--- config.mk ---
export PLATFORM = sky130hd
export DESIGN_NAME = dcm_rst_seq_flat
export DESIGN_NICKNAME = d
export VERILOG_FILES = /design/src/rtl/dcm_rst_seq_if.sv /design/src/rtl/dcm_rst_seq.sv /design/src/flat_wrapper.sv
export SDC_FILE = /design/constraint.sdc
export NUM_CORES = 1
export LEC_CHECK = 0
export CORE_AREA = 3 3 69 45
export CTS_CLUSTER_DIAMETER = 80
export DETAILED_ROUTE_END_ITERATION = 16
export DIE_AREA = 0 0 72 48
export GPL_ROUTABILITY_DRIVEN = 0
export PLACE_DENSITY = 0.77
export SYNTH_ARGS = -nofsm -noshare
export SYNTH_HDL_FRONTEND = slang
export SYNTH_SLANG_ARGS = --single-unit
--- constraint.sdc ---
create_clock -name clk -period 2.45 [get_ports clk]
set_input_delay 0.49 -clock clk [delete_from_list [all_inputs] [get_ports clk]]
set_output_delay 0.49 -clock clk [all_outputs]
set_load 0.005 [all_outputs]
--- src/rtl/dcm_rst_seq_if.sv ---
// Signal bundle between the reset/lock sequencer and the two-stage DCM chain.
// The slave side is the sequencer. The master side is the DCM/board logic,
// which drives the ready lines and consumes the resets.
interface dcm_rst_seq_if;
    logic       dcm0_ready;
    logic       dcm1_ready;
    logic       dcm0_rst;
    logic       dcm1_rst;
    logic       sys_rst_b;
    logic       locked;
    logic       fault;
    logic [3:0] retry_cnt;

    modport master (
        output dcm0_ready, dcm1_ready,
        input  dcm0_rst, dcm1_rst, sys_rst_b, locked, fault, retry_cnt
    );

    modport slave (
        input  dcm0_ready, dcm1_ready,
        output dcm0_rst, dcm1_rst, sys_rst_b, locked, fault, retry_cnt
    );
endinterface

--- src/rtl/dcm_rst_seq.sv ---
// Reset/lock sequencer for the two-stage clock chain (mult_dcm -> clk100_dcm).
// Stage 0 is brought up first. Stage 1 is released after a settle window.
// System reset is released only after both stages report lock.
// Lock timeouts are retried. Repeated timeouts end in a sticky FAULT state,
// which only rst can clear.
module dcm_rst_seq #(
    parameter int unsigned RST_CYCLES    = 4,
    parameter int unsigned SETTLE_CYCLES = 15,
    parameter int unsigned LOCK_TIMEOUT  = 1000,
    parameter int unsigned MAX_RETRY     = 3
) (
    input  logic          clk,
    input  logic          rst,
    dcm_rst_seq_if.slave  bus
);

    localparam int unsigned CNT_MAX_A = (RST_CYCLES > SETTLE_CYCLES) ? RST_CYCLES : SETTLE_CYCLES;
    localparam int unsigned CNT_MAX   = (CNT_MAX_A > LOCK_TIMEOUT) ? CNT_MAX_A : LOCK_TIMEOUT;
    localparam int unsigned CW        = $clog2(CNT_MAX + 1);

    localparam logic [CW-1:0] RST_LAST    = CW'(RST_CYCLES - 1);
    localparam logic [CW-1:0] SETTLE_LAST = CW'(SETTLE_CYCLES - 1);
    localparam logic [CW-1:0] TO_LAST     = CW'(LOCK_TIMEOUT - 1);
    localparam logic [3:0]    RETRY_MAX   = 4'(MAX_RETRY);

    typedef enum logic [2:0] {
        RST0,
        WAIT0,
        SETTLE,
        RST1,
        WAIT1,
        RUN,
        FAULT
    } state_t;

    state_t        state_q, state_d;
    logic [CW-1:0] cnt_q, cnt_d;
    logic [3:0]    retry_q, retry_d;
    logic [1:0]    sync0_q, sync1_q;
    logic          r0, r1;
    logic          timeout;

    assign r0 = sync0_q[1];
    assign r1 = sync1_q[1];

    // Two-flop synchronizers for the asynchronous DCM ready lines.
    always_ff @(posedge clk) begin
        if (rst) begin
            sync0_q <= '0;
            sync1_q <= '0;
        end else begin
            sync0_q <= {sync0_q[0], bus.dcm0_ready};
            sync1_q <= {sync1_q[0], bus.dcm1_ready};
        end
    end

    // Next-state, counter and retry logic.
    always_comb begin
        state_d = state_q;
        timeout = 1'b0;
        case (state_q)
            RST0: begin
                if (cnt_q == RST_LAST) state_d = WAIT0;
            end
            WAIT0: begin
                if (r0) begin
                    state_d = SETTLE;
                end else if (cnt_q == TO_LAST) begin
                    timeout = 1'b1;
                    state_d = RST0;
                end
            end
            SETTLE: begin
                if (!r0)                       state_d = RST0;
                else if (cnt_q == SETTLE_LAST) state_d = WAIT1;
            end
            RST1: begin
                if (!r0)                    state_d = RST0;
                else if (cnt_q == RST_LAST) state_d = WAIT1;
            end
            WAIT1: begin
                if (!r0) begin
                    state_d = RST0;
                end else if (r1) begin
                    state_d = RUN;
                end else if (cnt_q == TO_LAST) begin
                    timeout = 1'b1;
                    state_d = RST1;
                end
            end
            RUN: begin
                if (!r0)      state_d = RST0;
                else if (!r1) state_d = RST1;
            end
            FAULT: begin
                state_d = FAULT;
            end
            default: begin
                state_d = RST0;
            end
        endcase

        // The retry budget is checked after the per-state decision, so a
        // timeout on the last allowed attempt goes to FAULT instead of retrying.
        retry_d = retry_q;
        if (timeout) begin
            if (retry_q == RETRY_MAX) begin
                state_d = FAULT;
            end else if (retry_q != 4'hF) begin
                retry_d = retry_q + 4'd1;
            end
        end
        if (state_d == RUN && state_q != RUN) retry_d = '0;

        if (state_d != state_q) begin
            cnt_d = '0;
        end else if (state_q == RUN || state_q == FAULT) begin
            cnt_d = cnt_q;
        end else begin
            cnt_d = cnt_q + CW'(1);
        end
    end

    // State register, plus registered outputs decoded from the next state.
    always_ff @(posedge clk) begin
        if (rst) begin
            state_q       <= RST0;
            cnt_q         <= '0;
            retry_q       <= '0;
            bus.dcm0_rst  <= 1'b1;
            bus.dcm1_rst  <= 1'b1;
            bus.sys_rst_b <= 1'b0;
            bus.locked    <= 1'b0;
            bus.fault     <= 1'b0;
            bus.retry_cnt <= '0;
        end else begin
            state_q       <= state_d;
            cnt_q         <= cnt_d;
            retry_q       <= retry_d;
            bus.dcm0_rst  <= (state_d == RST0) || (state_d == FAULT);
            bus.dcm1_rst  <= (state_d != WAIT1) && (state_d != RUN);
            bus.sys_rst_b <= (state_d == RUN);
            bus.locked    <= (state_d == RUN);
            bus.fault     <= (state_d == FAULT);
            bus.retry_cnt <= retry_d;
        end
    end

endmodule

--- src/flat_wrapper.sv ---
// flat-port wrapper written by rule: the top's interface ports become plain ports
module dcm_rst_seq_flat 
#(
    parameter int unsigned RST_CYCLES    = 4,
    parameter int unsigned SETTLE_CYCLES = 15,
    parameter int unsigned LOCK_TIMEOUT  = 1000,
    parameter int unsigned MAX_RETRY     = 3
)
  (clk, rst, bus_dcm0_ready, bus_dcm1_ready, bus_dcm0_rst, bus_dcm1_rst, bus_sys_rst_b, bus_locked, bus_fault, bus_retry_cnt);
  dcm_rst_seq_if bus_i ();
  input  logic clk;
  input  logic rst;
  input wire logic [$bits(bus_i.dcm0_ready)-1:0] bus_dcm0_ready;
  input wire logic [$bits(bus_i.dcm1_ready)-1:0] bus_dcm1_ready;
  output wire logic [$bits(bus_i.dcm0_rst)-1:0] bus_dcm0_rst;
  output wire logic [$bits(bus_i.dcm1_rst)-1:0] bus_dcm1_rst;
  output wire logic [$bits(bus_i.sys_rst_b)-1:0] bus_sys_rst_b;
  output wire logic [$bits(bus_i.locked)-1:0] bus_locked;
  output wire logic [$bits(bus_i.fault)-1:0] bus_fault;
  output wire logic [$bits(bus_i.retry_cnt)-1:0] bus_retry_cnt;
  assign bus_i.dcm0_ready = bus_dcm0_ready;
  assign bus_i.dcm1_ready = bus_dcm1_ready;
  assign bus_dcm0_rst = bus_i.dcm0_rst;
  assign bus_dcm1_rst = bus_i.dcm1_rst;
  assign bus_sys_rst_b = bus_i.sys_rst_b;
  assign bus_locked = bus_i.locked;
  assign bus_fault = bus_i.fault;
  assign bus_retry_cnt = bus_i.retry_cnt;
  dcm_rst_seq #(.RST_CYCLES(RST_CYCLES), .SETTLE_CYCLES(SETTLE_CYCLES), .LOCK_TIMEOUT(LOCK_TIMEOUT), .MAX_RETRY(MAX_RETRY)) u_core (.clk(clk), .rst(rst), .bus(bus_i));
endmodule
==> Word level (Yosys, flattened, before mapping) <==
Index checks and enable logic that the tools add are counted.
{ "classes": {"n_reduce_logical": 9, "addsub": 2, "eq_ne": 17, "bitwise": 1, "n_mux": 20} }
{ "op_table": {"columns": ["op", "count"], "rows": [
  ["$mux 3", 14],
  ["$pmux 3 s7", 1],
  ["$eq 3x3->1 const B", 5],
  ["$add 10x1->10 const B", 1],
  ["$eq 10x10->1 const B", 1],
  ["$eq 10x2->1 const B", 1],
  ["$eq 10x4->1 const B", 1],
  ["$ne 3x3->1 const B", 3],
  ["$eq 3x2->1 const B", 2],
  ["$logic_not 3->1", 2],
  ["$add 4x1->4 const B", 1],
  ["$eq 4x2->1 const B", 1],
  ["$mux 1", 4],
  ["$ne 4x4->1 const B", 1],
  ["$reduce_or 2->1", 2],
  ["$eq 3x1->1 const B", 1],
  ["$ne 3x3->1", 1],
  ["$reduce_and 3->1", 1],
  ["$logic_and 1x1->1", 2],
  ["$logic_or 1x1->1", 2],
  ["$pmux 1 s2", 1],
  ["$not 1->1", 1]
]} }
{ "word_totals": {"register_bits": 25, "in_bits": 4} }

==> Depth between registers and ports, before layout <==
{ "depth": {"ltp_word": 10, "mapped_depth": 8, "ltp_nobuf": 8} }

==> Worst setup path after synthesis <==
No wires, ideal clock.
{ "synth_path": {"path_type": "reg-to-reg", "from": "reg u_core.cnt_q[0]", "to": "reg u_core.cnt_q[0]", "path_buffers": 0, "slack_ns": 0.449, "path_stages_with_launch": 8, "arrival_ns": 1.869, "period_less_slack_ns": 2.001, "cell_sequence": "dfxtp_1 ha_1 nor4bb_1 o211ai_1 o221a_2 and2_1 o221ai_4 nor3_1"} }
{ "synth_between": {"elab_chain_cells": 9, "elab_cells_between_ends": 24} }
{ "synth_lines": {"columns": ["item", "line_no", "source"], "rows": [
  ["start, declared", "dcm_rst_seq.sv:37", "logic [CW-1:0] cnt_q, cnt_d;"],
  ["start signal, assigned", "dcm_rst_seq.sv:138", "cnt_q <= cnt_d;"],
  ["$eq 10x10->1", "dcm_rst_seq.sv:68, dcm_rst_seq.sv:86", null],
  ["$mux 3", "dcm_rst_seq.sv:86", "end else if (cnt_q == TO_LAST) begin"],
  ["$mux 3", "dcm_rst_seq.sv:84", "end else if (r1) begin"],
  ["$mux 3", "dcm_rst_seq.sv:82", "if (!r0) begin"],
  ["$pmux 3 s7", "dcm_rst_seq.sv:61", "case (state_q)"],
  ["$mux 3", "dcm_rst_seq.sv:107", "if (retry_q == RETRY_MAX) begin"],
  ["$mux 3", "dcm_rst_seq.sv:106", "if (timeout) begin"],
  ["$ne 3x3->1", "dcm_rst_seq.sv:115", "if (state_d != state_q) begin"],
  ["$reduce_or 2->1 (no line)", null, null]
]} }
Several ways; a longest one is shown, not always the timed one.
A chain may end at the register's enable or synchronous reset.

==> Worst setup path after layout <==
{ "layout_path": {"from": "reg u_core.cnt_q[4]", "to": "reg u_core.cnt_q[0]"} }
{ "layout_between": {"elab_chain_cells": 9, "elab_cells_between_ends": 23} }
{ "layout_lines": {"columns": ["item", "line_no"], "rows": [
  ["$eq 10x10->1", "dcm_rst_seq.sv:68, dcm_rst_seq.sv:86"],
  ["$mux 3", "dcm_rst_seq.sv:86"],
  ["$mux 3", "dcm_rst_seq.sv:84"],
  ["$mux 3", "dcm_rst_seq.sv:82"],
  ["$pmux 3 s7", "dcm_rst_seq.sv:61"],
  ["$mux 3", "dcm_rst_seq.sv:107"],
  ["$mux 3 (*)", "dcm_rst_seq.sv:106"],
  ["$ne 3x3->1 (*)", "dcm_rst_seq.sv:115"],
  ["$reduce_or 2->1 (no line) (*)", null]
]} }
Mark *: on every way between the ends. The rest lies on a longest branch, timed or not.

==> results.py <==
metrics = {
    "outcome": {
        "outcome": "finished, final reports clean",
    },
    "critical_path": {
        "critPathMaxFanout": 8,
        "critPathArrivalTime_ns": 2.46,
        "start_kind": "flop",
        "end_kind": "flop",
        "crit_required_ns": 2.60,
        "crit_type": "reg2reg",
    },
    "timing": {
        "skew_ns": 0.001963,
        "rsz0062_at_grt": "false",
        "setup_tns_ns": 0,
        "drv_slew": 0,
        "hold_viol": 0,
        "finalCritPeriodShare": 0.9436,
        "worstMarginPinSlew_ns": 0.6035,
        "max_freq_ghz": 0.4325,
        "timing.hold.ws_ns": 0.4579,
        "relSlewSlack": 0.5949,
        "setup_viol": 0,
        "period_needed_ns": 2.312,
    },
    "cts": {
        "root_buffer": "clkbuf_8",
        "cts_inserted_buffers": 3,
        "cts_sinks": 25,
        "cts_hold_buf": 0,
        "path_clk_slew_ns": 0.09,
        "insertion_delay_ns": 0.27,
        "cts_tree": "built",
        "clk_path_buf_depth": 2,
        "htree_levels": 1,
    },
    "placed_design": {
        "dp_hpwl_mm": 2.347,
        "port_buffers": 12,
    },
    "grt": {
        "antenna_found_initial": 0,
        "grt_max_degree": 16,
        "grt_use_total": 0.1967,
        "overflow": 0,
        "grt_pass1_wl_mm": 5.126,
        "first_global_vias": 1060,
    },
    "die": {
        "die_area_mm2": 0.003456,
        "rows": 14,
        "die_x_um": 72,
        "die_h_um": 48,
        "ios": 13,
        "core-area_mm2": 0.002505,
        "initial_core_util": 0.5549,
    },
    "finish": {
        "diodes": 0,
        "area_growth_pct": 16.56,
        "fillCellCount": 204,
        "drive_gt1_frac": 0.1235,
        "seqCellArea_um2": 501.7,
        "final_nets": 170,
        "multi_input_area_um2": 872.1,
    },
    "synth": {
        "synth_top_area_cell": "dfxtp_1",
        "postSynthNetCount": 154,
        "syn_avg_cell_area_um2": 9.456,
        "ys_warn_count": 0,
        "synth_cell_types": 48,
        "yosysTopAreaCellShare": 0.3600,
        "synthArstFlopShare": 0,
        "synth_cells": 147,
        "synth_edf_count": 0,
        "synth_seq_area_share": 0.3600,
        "ys_ff_latch": 25,
        "netlist_area_mm2": 0.001390,
        "synthTopCellsByArea": "dfxtp_1 36%, nor3_1 4.7%, a2111oi_4 4.0%",
        "synthFlopType": "dfxtp_1",
    },
    "drt": {
        "firstDrtPassIters": 4,
        "drtIter0Drc": 151,
        "drcViolationCount": 0,
        "totalWireLength_mm": 3.153,
        "drt-wirelength-per-cell_um": 16.25,
        "final_antenna_net_count": 0,
        "viasPerCell": 6.144,
        "via_count": 1192,
    },
    "min_path": {
        "worstHoldPathType": "reg2reg",
    },
    "pwr": {
        "ir_drop_uv": 331.7,
        "total_leakage_power_nw": 0.5730,
        "finalPower_w": 0.0008395,
        "power_density_mw_per_mm2": 518.1,
    },
    "job": {
        "drv_cap": 0,
    },
}
## kinds of logic (layout without fill, tap and decap cells)
| logic type | after synthesis | in the layout | share of synthesized area |
|---|---|---|---|
| adders and majority gates | 3 | 3 | 0.02701 |
| DFF | 25 | 25 | 0.3600 |
| xor gates and xnor gates | 10 | 10 | 0.06300 |
| buffers and inverters | 7 | 22 | 0.02610 |
| and+or+nand+nor | 76 | 76 | 0.3195 |
| AOI/OAI and AO/OA | 23 | 23 | 0.1827 |
| muxes | 3 | 3 | 0.02160 |
## placed cells by master, fill, tap and decap left out, drive strengths merged, types with 2 or more instances in the layout
master         netlist  layout
a2111oi              2       2
a21oi                2       2
a31oi                3       3
and2                 3       3
and3                 4       4
and3b                2       2
and4b                3       3
buf                  4       4
clkbuf               1       3
clkdlybuf4s50        0      12
dfxtp               25      25
ha                   3       3
inv                  2       2
mux2i                3       3
nand2               14      14
nand3                5       5
nand4                4       4
nor2                 9       9
nor2b                8       8
nor3                13      13
nor3b                2       2
o211ai               3       3
o21ai                4       4
xnor2                4       4
xor2                 6       6
## power by group
group	internal [W]	switching (W)	leakage (nW)	total (W)
clock network	0.000116	0.000139	0.0217	0.000255
logic	0.0000648	0.0000690	0.348	0.000134
registers	0.000425	0.0000260	0.203	0.000451
total	0.000605	0.000234	0.573	0.000839
## metrics by stage
stage | utilization | cells | setup slack (ns) | area, um^2
detailed placement | 0.6164 | 189 | 0.1208 | 1544
floorplan | - | 147 | 0.4493 | 1390
global placement | 0.6164 | 189 | 0.2261 | 1544
global route | 0.6469 | 194 | 0.05108 | 1620
CTS | 0.6359 | 193 | 0.09817 | 1593
finish | 0.6469 | 194 | 0.1381 | 1620
## critical path: stages (launching register included)
cell and delay [ns]:
dfxtp_1 0.35, nor4_1 0.47, o211ai_1 0.26, o221a_2 0.39, and2_1 0.24, o221ai_4 0.36
nor3_1 0.12
## area by class of cell
class	instances	share of cell area
multi-input cells	115	0.5382
flip-flops and latches	25	0.3097
repair buffers	16	0.09266
clock buffers	3	0.02548
well taps	32	0.02471
clock inverters	1	0.004633
inverters	2	0.004633
## routing by layer
metal / vias to the layer above / routed length [um] / track usage / part of all wire
met5: - / 0 / 0 / 0
met4: 0 / 30 / 0.04869 / 0.0095
met3: 6 / 275 / 0.06289 / 0.087
met2: 60 / 1374 / 0.3102 / 0.44
met1: 550 / 1473 / 0.2652 / 0.47
li1: 576 / - / - / -
## worst paths after layout
kind | start | endpoint | slack (ns) | cells after the start
worst max register to register | u_core.cnt_q[4] | u_core.cnt_q[0] | 0.14 | 6
worst min-delay path | u_core.sync1_q[0] | u_core.sync1_q[1] | 0.46 | 1
worst min register to register | u_core.sync1_q[0] | u_core.sync1_q[1] | 0.46 | 1
worst max-delay path | u_core.cnt_q[4] | u_core.cnt_q[0] | 0.14 | 6
## what timing repair did
item                                    CTS  global route
buffers inserted                          0             1
gates resized for setup                   0             4
endpoints found under the setup margin    0             8
hold endpoints to repair                  0             0
## registers in the layout, summed over array words and instances, names as in the netlist
signal / count
u_core.cnt_q: 10
u_core.bus.fault: 1
u_core.bus.dcm1_rst: 1
u_core.bus.sys_rst_b: 1
u_core.sync0_q: 2
u_core.sync1_q: 2
u_core.bus.retry_cnt: 4
u_core.bus.dcm0_rst: 1
u_core.state_q: 3
## synth_stat cells (2+ instances only)
cell type	number
o21ai_0	3
and2_1	3
xor2_1	6
dfxtp_1	25
and4b_1	3
nor2_1	9
nor3_1	13
xnor2_1	4
nand3_1	5
nor3b_1	2
inv_1	2
ha_1	3
nand4_1	3
and3_1	4
nand2_1	14
buf_4	2
a2111oi_4	2
buf_2	2
nor2b_1	8
and3b_1	2
o211ai_1	2
mux2i_1	3
a31oi_1	2
No activity file was read; power rests on OpenSTA's default activity.
